`config.mk`:
```
export PLATFORM = sky130hd
export DESIGN_NAME = spi_control_minion
export DESIGN_NICKNAME = d
export VERILOG_FILES = /design/src/rtl/spi_pkg.sv /design/src/rtl/spi_sync_edge.sv /design/src/rtl/spi_control_minion.sv
export SDC_FILE = /design/constraint.sdc
export NUM_CORES = 1
export LEC_CHECK = 0
export CAP_MARGIN = 20
export CORE_UTILIZATION = 40
export CTS_BUF_LIST = sky130_fd_sc_hd__clkbuf_4 sky130_fd_sc_hd__clkbuf_8
export DETAILED_ROUTE_END_ITERATION = 16
export PLACE_DENSITY = 0.63
export REMOVE_ABC_BUFFERS = 1
export SETUP_SLACK_MARGIN = 0.02
export SYNTH_ARGS = -nofsm -noshare
export SYNTH_HDL_FRONTEND = slang
export SYNTH_SLANG_ARGS = --single-unit
```
`constraint.sdc`:
```
create_clock -name clk -period 2.05 [get_ports clk]
set_input_delay 0.41 -clock clk [delete_from_list [all_inputs] [get_ports clk]]
set_output_delay 0.41 -clock clk [all_outputs]
set_load 0.02 [all_outputs]
```
`src/rtl/spi_pkg.sv`:
```
// Shared types and default constants for the SPI configuration minion.
package spi_pkg;

    typedef enum logic [1:0] {
        IDLE  = 2'd0,
        SHIFT = 2'd1,
        CHECK = 2'd2
    } spi_state_t;

    localparam int   SPI_SYNC_STAGES = 2;
    localparam logic SPI_CS_IDLE     = 1'b1;

endpackage

```
`src/rtl/spi_sync_edge.sv`:
```
// N-stage synchronizer for one asynchronous pin, with rise/fall pulses
// derived from the last stage and one extra registered copy.
module spi_sync_edge #(
    parameter int   STAGES  = 2,
    parameter logic RST_VAL = 1'b0
) (
    input  logic clk,
    input  logic reset,
    input  logic din,
    output logic level,
    output logic rise,
    output logic fall
);

    logic [STAGES-1:0] sync_q, sync_d;
    logic              prev_q, prev_d;

    // next values for the synchronizer chain and the edge-detect copy
    always_comb begin
        sync_d = {sync_q[STAGES-2:0], din};
        prev_d = sync_q[STAGES-1];
    end

    // synchronizer and edge-detect registers, reset to the pin's idle level
    always_ff @(posedge clk or posedge reset) begin
        if (reset) begin
            sync_q <= {STAGES{RST_VAL}};
            prev_q <= RST_VAL;
        end else begin
            sync_q <= sync_d;
            prev_q <= prev_d;
        end
    end

    assign level = sync_q[STAGES-1];
    assign rise  = level & ~prev_q;
    assign fall  = ~level & prev_q;

endmodule

```
`src/rtl/spi_control_minion.sv`:
```
// SPI mode-0 minion: receives fixed-length frames, presents them as a
// val/rdy message and echoes the last delivered word back on miso.
module spi_control_minion
    import spi_pkg::*;
#(
    parameter int MSG_WIDTH   = 8,
    parameter int SYNC_STAGES = SPI_SYNC_STAGES
) (
    input  logic                 clk,
    input  logic                 reset,
    input  logic                 cs,
    input  logic                 sclk,
    input  logic                 mosi,
    output logic                 miso,
    output logic [MSG_WIDTH-1:0] send_msg,
    output logic                 send_val,
    input  logic                 send_rdy,
    output logic                 overflow
);

    localparam int CW = $clog2(MSG_WIDTH + 2);
    localparam int WW = $clog2(SYNC_STAGES + 1);
    localparam logic [CW-1:0] CNT_FULL  = CW'(MSG_WIDTH);
    localparam logic [CW-1:0] CNT_SAT   = CW'(MSG_WIDTH + 1);
    localparam logic [WW-1:0] WARM_DONE = WW'(SYNC_STAGES);

    logic cs_level, cs_rise, cs_fall;
    logic sclk_level_unused, sclk_rise, sclk_fall;
    logic mosi_level, mosi_rise_unused, mosi_fall_unused;

    spi_sync_edge #(.STAGES(SYNC_STAGES), .RST_VAL(SPI_CS_IDLE)) u_cs_sync (
        .clk(clk), .reset(reset), .din(cs),
        .level(cs_level), .rise(cs_rise), .fall(cs_fall)
    );

    spi_sync_edge #(.STAGES(SYNC_STAGES), .RST_VAL(1'b0)) u_sclk_sync (
        .clk(clk), .reset(reset), .din(sclk),
        .level(sclk_level_unused), .rise(sclk_rise), .fall(sclk_fall)
    );

    spi_sync_edge #(.STAGES(SYNC_STAGES), .RST_VAL(1'b0)) u_mosi_sync (
        .clk(clk), .reset(reset), .din(mosi),
        .level(mosi_level), .rise(mosi_rise_unused), .fall(mosi_fall_unused)
    );

    spi_state_t           state_q, state_d;
    logic [CW-1:0]        cnt_q, cnt_d;
    logic [MSG_WIDTH-1:0] rx_q, rx_d;
    logic [MSG_WIDTH-1:0] tx_q, tx_d;
    logic [MSG_WIDTH-1:0] echo_q, echo_d;
    logic [MSG_WIDTH-1:0] msg_q, msg_d;
    logic                 val_q, val_d;
    logic                 ovf_q, ovf_d;
    logic                 miso_q, miso_d;
    logic [WW-1:0]        warm_q, warm_d;
    logic                 armed_q, armed_d;
    logic                 buf_free;

    // Frames are only accepted once a real cs-high level has been seen after
    // the synchronizers have refilled, so a cs held low through reset never
    // produces a false fall and a partial frame.
    always_comb begin
        state_d  = state_q;
        cnt_d    = cnt_q;
        rx_d     = rx_q;
        tx_d     = tx_q;
        echo_d   = echo_q;
        msg_d    = msg_q;
        val_d    = val_q;
        ovf_d    = ovf_q;
        warm_d   = warm_q;
        armed_d  = armed_q;
        miso_d   = 1'b0;
        buf_free = ~val_q | send_rdy;

        if (warm_q == WARM_DONE) begin
            armed_d = armed_q | cs_level;
        end else begin
            warm_d = warm_q + WW'(1);
        end

        if (val_q && send_rdy) begin
            val_d  = 1'b0;
            echo_d = msg_q;
        end else begin
            val_d  = val_q;
        end

        case (state_q)
            IDLE: begin
                if (cs_fall && armed_q) begin
                    cnt_d   = '0;
                    tx_d    = echo_q;
                    state_d = SHIFT;
                end else begin
                    state_d = IDLE;
                end
            end
            SHIFT: begin
                if (cs_rise) begin
                    state_d = CHECK;
                end else if (sclk_rise) begin
                    rx_d  = {rx_q[MSG_WIDTH-2:0], mosi_level};
                    cnt_d = (cnt_q == CNT_SAT) ? cnt_q : cnt_q + CW'(1);
                end else if (sclk_fall) begin
                    tx_d = {tx_q[MSG_WIDTH-2:0], 1'b0};
                end else begin
                    state_d = SHIFT;
                end
            end
            CHECK: begin
                state_d = IDLE;
                if (cnt_q == CNT_FULL) begin
                    if (buf_free) begin
                        msg_d = rx_q;
                        val_d = 1'b1;
                    end else begin
                        ovf_d = 1'b1;
                    end
                end else begin
                    ovf_d = ovf_q;
                end
            end
            default: begin
                state_d = IDLE;
            end
        endcase

        if (state_d == SHIFT) begin
            miso_d = tx_d[MSG_WIDTH-1];
        end else begin
            miso_d = 1'b0;
        end
    end

    // state, datapath and registered output flops
    always_ff @(posedge clk or posedge reset) begin
        if (reset) begin
            state_q <= IDLE;
            cnt_q   <= '0;
            rx_q    <= '0;
            tx_q    <= '0;
            echo_q  <= '0;
            msg_q   <= '0;
            val_q   <= 1'b0;
            ovf_q   <= 1'b0;
            miso_q  <= 1'b0;
            warm_q  <= '0;
            armed_q <= 1'b0;
        end else begin
            state_q <= state_d;
            cnt_q   <= cnt_d;
            rx_q    <= rx_d;
            tx_q    <= tx_d;
            echo_q  <= echo_d;
            msg_q   <= msg_d;
            val_q   <= val_d;
            ovf_q   <= ovf_d;
            miso_q  <= miso_d;
            warm_q  <= warm_d;
            armed_q <= armed_d;
        end
    end

    assign miso     = miso_q;
    assign send_msg = msg_q;
    assign send_val = val_q;
    assign overflow = ovf_q;

endmodule
```
# [Word level (Yosys, flattened, before mapping)]
# Index checks and enable logic that the tools add are counted.
[op_classes] n_reduce_logical=9 add_sub_neg=2 n_eq_ne=12 muxes=20 bitwise_logic=13
[op_table] op="2-to-1 mux 8 bit" count=4
[op_table] op="2-to-1 mux 4 bit" count=4
[op_table] op="one-hot mux 8 bit (2 select lines)" count=1
[op_table] op="inequality test 2 bit, second input constant" count=6
[op_table] op="AND reduction 5 bit" count=2
[op_table] op="AND reduction 3 bit" count=3
[op_table] op="== test 4 bit, second input constant" count=2
[op_table] op="one-hot mux 4 bit (2 select lines)" count=1
[op_table] op="NOT 1 bit" count=7
[op_table] op="2-to-1 mux 1 bit" count=6
[op_table] op="2-to-1 mux 2 bit" count=3
[op_table] op="adder 4 x 1 -> 4 bit, second input constant" count=1
[op_table] op="AND 1 bit" count=4
[op_table] op="== test 2 x 1 -> 1 bit, second input constant" count=2
[op_table] op="== test 2 bit, second input constant" count=2
[op_table] op="one-hot mux 2 bit (2 select lines)" count=1
[op_table] op="adder 2 x 1 -> 2 bit, second input constant" count=1
[op_table] op="logical AND 1 bit" count=2
[op_table] op="zero test 2 bit" count=1
[op_table] op="OR 1 bit" count=2
[op_table] op="nonzero test 2 bit" count=1
[totals] elab_cells=73 reg_bits=52

# [Logic depth before layout (Yosys ltp)]
[logic_depth] word_depth=8 mapped_depth=6 mapped_depth_nobuf=5

# [By module]
# A second synthesis with hierarchy kept.
[hier_totals] cells_unflattened=151 area_unflattened_um2=2158.3
[modules_own_cells] mod="spi_control_minion" seq_area_each_um2=1101.1 area_each_um2=1873.0 instances=1 cells_each=133
[modules_own_cells] mod="spi_sync_edge (u_mosi_sync ...)" seq_area_each_um2=75.1 area_each_um2=93.8 instances=2 cells_each=6
[modules_own_cells] mod="spi_sync_edge (u_cs_sync)" seq_area_each_um2=78.8 area_each_um2=97.6 instances=1 cells_each=6

# [Worst setup path after synthesis]
# Ideal clock, no wire load.
[synth_timing] path_kind="register to register" startpoint="reg u_cs_sync.sync_q[1]" endpoint="reg miso_q, in the netlist miso" t_arrival_ns=1.359 synth_period_minus_slack_ns=1.489 setup_slack_ns=0.561 t_required_ns=1.920 path_buffers=1 setup_time_ns=0.130 path_stages_with_launch=6 path_cell_list="dfstp_2 and4bb_2 and2_1 buf_2 a22oi_1 o21ai_1"
[synth_between] elab_chain_len=7
[synth_rtl] item="from (decl)" line_no="spi_sync_edge.sv:15" rtl="logic [STAGES-1:0] sync_q, sync_d;"
[synth_rtl] item="from (signal assigned)" line_no="spi_sync_edge.sv:27" rtl="sync_q <= {STAGES{RST_VAL}};"
[synth_rtl] item="from (signal assigned)" line_no="spi_sync_edge.sv:30" rtl="sync_q <= sync_d;"
[synth_rtl] item="NOT 1 bit" line_no="spi_sync_edge.sv:37" rtl="assign fall = ~level & prev_q;"
[synth_rtl] item="AND 1 bit" line_no="spi_sync_edge.sv:37"
[synth_rtl] item="logical AND 1 bit" line_no="spi_control_minion.sv:91" rtl="if (cs_fall && armed_q) begin"
[synth_rtl] item="2-to-1 mux 1 bit" line_no="spi_control_minion.sv:91"
[synth_rtl] item="one-hot mux 2 bit (2 select lines)" line_no="spi_control_minion.sv:89" rtl="case (state_q)"
[synth_rtl] item="== test 2 x 1 -> 1 bit" line_no="spi_control_minion.sv:129" rtl="if (state_d == SHIFT) begin"
[synth_rtl] item="2-to-1 mux 1 bit *" line_no="spi_control_minion.sv:129"
[synth_rtl] item="net miso_d" line_no="spi_control_minion.sv:54" rtl="logic miso_q, miso_d;"
[synth_rtl] item="to (signal assigned)" line_no="spi_control_minion.sv:159" rtl="miso_q <= miso_d;"
[synth_rtl] item="to (decl)" line_no="spi_control_minion.sv:54"
# The timed path passes the listed nets; every way through them passes the cells marked *. The select of a mux whose other input is x is not followed.
# A chain may end at the register's enable or synchronous reset.

# [Final worst setup path]
[layout_timing] startpoint="reg msg_q[5], in the netlist send_msg[5]" endpoint="out send_msg[5]"
[layout_rtl] item="from (decl)" line_no="spi_control_minion.sv:51" rtl="logic [MSG_WIDTH-1:0] msg_q, msg_d;"
[layout_rtl] item="from (signal assigned)" line_no="spi_control_minion.sv:156" rtl="msg_q <= msg_d;"
[layout_rtl] item="to (decl)" line_no="spi_control_minion.sv:15" rtl="output logic [MSG_WIDTH-1:0] send_msg,"
# No word-level cell between the ends.

==> flow_summary.ini <==
[place]
gp_congestion = 0.7810
hpwl_mm = 2.597
dpl.cell_count = 239
portBuffers = 16

[worst_setup_path]
end_kind = output pin
arrival_ps = 1320
path_max_fanout = 3
critPathKind = register to output pin
path_cells = clkdlybuf4s50_1
slowest_stage = clkdlybuf4s50_1
cpLargestDelayFamily = buffers and inverters
slowest_delay_ps = 620
r2r_cells = 6
r2r_slack_ps = 360
critPathBufInv = 1
reg2reg_to = send_msg[4]$_DFFE_PP0P_
critPathLaunchType = register
cp.required_ps = 1640
crit-reg2reg-launch = cnt_q[0]$_DFFE_PP0P_
crit_cells = 1

[power_and_ir_drop]
p_leak_nw = 1.171
power_density_mw_per_mm2 = 838.2
ir_drop_v = 0.0005010
p_total_w = 0.002026

[clocking]
path_clk_slew_ps = 100
holdBufCountCts = 0
cts_sinks = 52
cts_root_buffer = clkbuf_8
numCtsBuffers = 5
cts_tree = built
clock_latency_ps = 310
cts-resized-gates = 0
cts_setup_buffers = 0
ctsHtreeMaxLevel = 2
cts_buffer_depth = 2

[min_path]
min_from = u_sclk_sync.sync_q[0]$_DFF_PP0_
holdPathEnd = u_sclk_sync.sync_q[1]$_DFF_PP0_
min_path_type = register to register
whs_path_depth = 0

[die]
die_w_um = 74.02
rows = 25
chipHeight_um = 74.02
initial_core_util_pct = 42.79
ios = 17
die_area_mm2 = 0.005478
core_mm2 = 0.004848

[sta]
period_share_pct = 84.50
timing.fmax_mhz = 577.3
setup_tns_ps = 0
rsz0062_at_grt = no
worst_slew_pin_slew_ps = 483.1
slew_headroom_pct = 67.75
clock-skew-final_ps = 5.005
period_minus_slack_ps = 1732
setup_viol = 0
hold_viol = 0
finalMaxSlewViolations = 0

[global_route]
grt_pass1_vias = 1319
grt_usage_pct = 15.13
grt_pass1_wl_mm = 6.113
grt_overflow = 0
grt_start_max_net_pins = 23
antenna_found_initial = 0

[logic_synthesis]
synth-edff-count = 0
yosysSeqAreaShare_pct = 62.91
synth-main-ff-cell = dfrtp_1
synth_area_mm2 = 0.002074
synth_top_area_cell = dfrtp_1
ys.warnings.count = 0
synth.top_cell.area_share_pct = 59.11
synthTopCellsByCount = dfrtp_1, nand2_1, mux2_1
synth.distinct_cells = 35
synth_seq_cells = 52
synth_most_common_cell = dfrtp_1
postSynthCellCount = 158
synth-async-reset-ratio_pct = 100.0
avgSynthCellArea_um2 = 13.13
netlist_top_cells_area = dfrtp_1, mux2_1, mux2_2

[route]
wire_per_inst_um = 14.19
vias = 1256
vias_per_cell = 5.085
wirelength_mm = 3.504
drc_errors = 0
dr.pass1.iters = 4
drt-initial-drc-count = 75
ant_nets = 0

[cells_and_area]
syn_to_final_growth_pct = 16.53
drive_gt1_share_pct = 15.00
nets = 189
antenna_cells = 0
final_util_pct = 49.86
final_cells = 247

[run]
maxCapViolations = 0

[status]
status = finished clean
[how the worst max path moves through the flow]
stage,start,end,slack [ps]
finish,send_msg[5]$_DFFE_PP0P_,send_msg[5],320
global route,cnt_q[0]$_DFFE_PP0P_,send_msg[4]$_DFFE_PP0P_,220
CTS,send_msg[5]$_DFFE_PP0P_,send_msg[5],310
detailed placement,send_rdy,send_msg[3]$_DFFE_PP0P_,210
global placement,send_rdy,send_msg[7]$_DFFE_PP0P_,250
floorplan,cnt_q[0]$_DFFE_PP0P_,send_msg[7]$_DFFE_PP0P_,380
[through the flow]
step                worst slack (ps)  cell area, um2  hold slack, ps
floorplan                      385.0            2044           331.2
global placement               249.1            2323           334.9
detailed placement             214.6            2323           341.7
CTS                            305.6            2417           366.1
global route                   217.6            2417           377.0
finish                         317.7            2417           363.5
[per-layer routing]
layer | vias to the layer above | wire length [um] | GRT usage, %
met5 | - | 0 | 0
met4 | 0 | 57 | 6.624
met3 | 6 | 131 | 4.201
met2 | 18 | 1790 | 25.56
met1 | 641 | 1525 | 18.17
li1 | 591 | - | -
[flip-flops by register name, indices dropped and copies added (netlist names)]
register,count
cnt_q,4
warm_q,2
armed_q,1
u_mosi_sync.sync_q,2
u_cs_sync.prev_q,1
state_q,2
echo_q,8
tx_q,8
miso,1
send_msg,8
u_cs_sync.sync_q,2
u_sclk_sync.sync_q,2
overflow,1
rx_q,8
send_val,1
u_sclk_sync.prev_q,1
[kinds of logic after synthesis]
logic type	count (synthesis)	share of synthesized area (%)
simple gates	40	9.771
fa+ha+maj	4	2.413
flops	52	62.91
mux	25	13.51
compound gates	25	8.444
xor+xnor	1	0.4223
buf+inv	11	2.533
[cells in the final DEF (no fill, tap or decap), drive strengths merged, types with 2 or more instances in the layout]
cell / Yosys / final
nor2b: 4 / 4
nand3: 2 / 2
a22oi: 7 / 7
dfstp: 3 / 3
o21ai: 6 / 6
a31oi: 3 / 3
dfrtp: 49 / 49
nand2: 23 / 23
ha: 4 / 4
nand2b: 3 / 3
mux2: 24 / 24
a21oi: 3 / 3
clkdlybuf4s50: 0 / 16
clkbuf: 1 / 5
buf: 4 / 3
inv: 6 / 8
[area by class of cell]
cell class,count,area [um2]
fill,432,2431
sequential,52,1305
multi-input combinational,95,716.9
timing repair buffer,19,195.2
tap,67,83.83
clock buffer,5,68.82
clock inverter,3,25.02
inverter,6,22.52
[report_power, final]
group | total (W) | switching, W | internal (W) | leakage (nW)
combinational | 0.000225 | 0.000119 | 0.000106 | 0.444
clock | 0.000600 | 0.000351 | 0.000249 | 0.0452
sequential | 0.00120 | 0.0000815 | 0.00112 | 0.682
No activity file was read; power rests on OpenSTA's default activity.
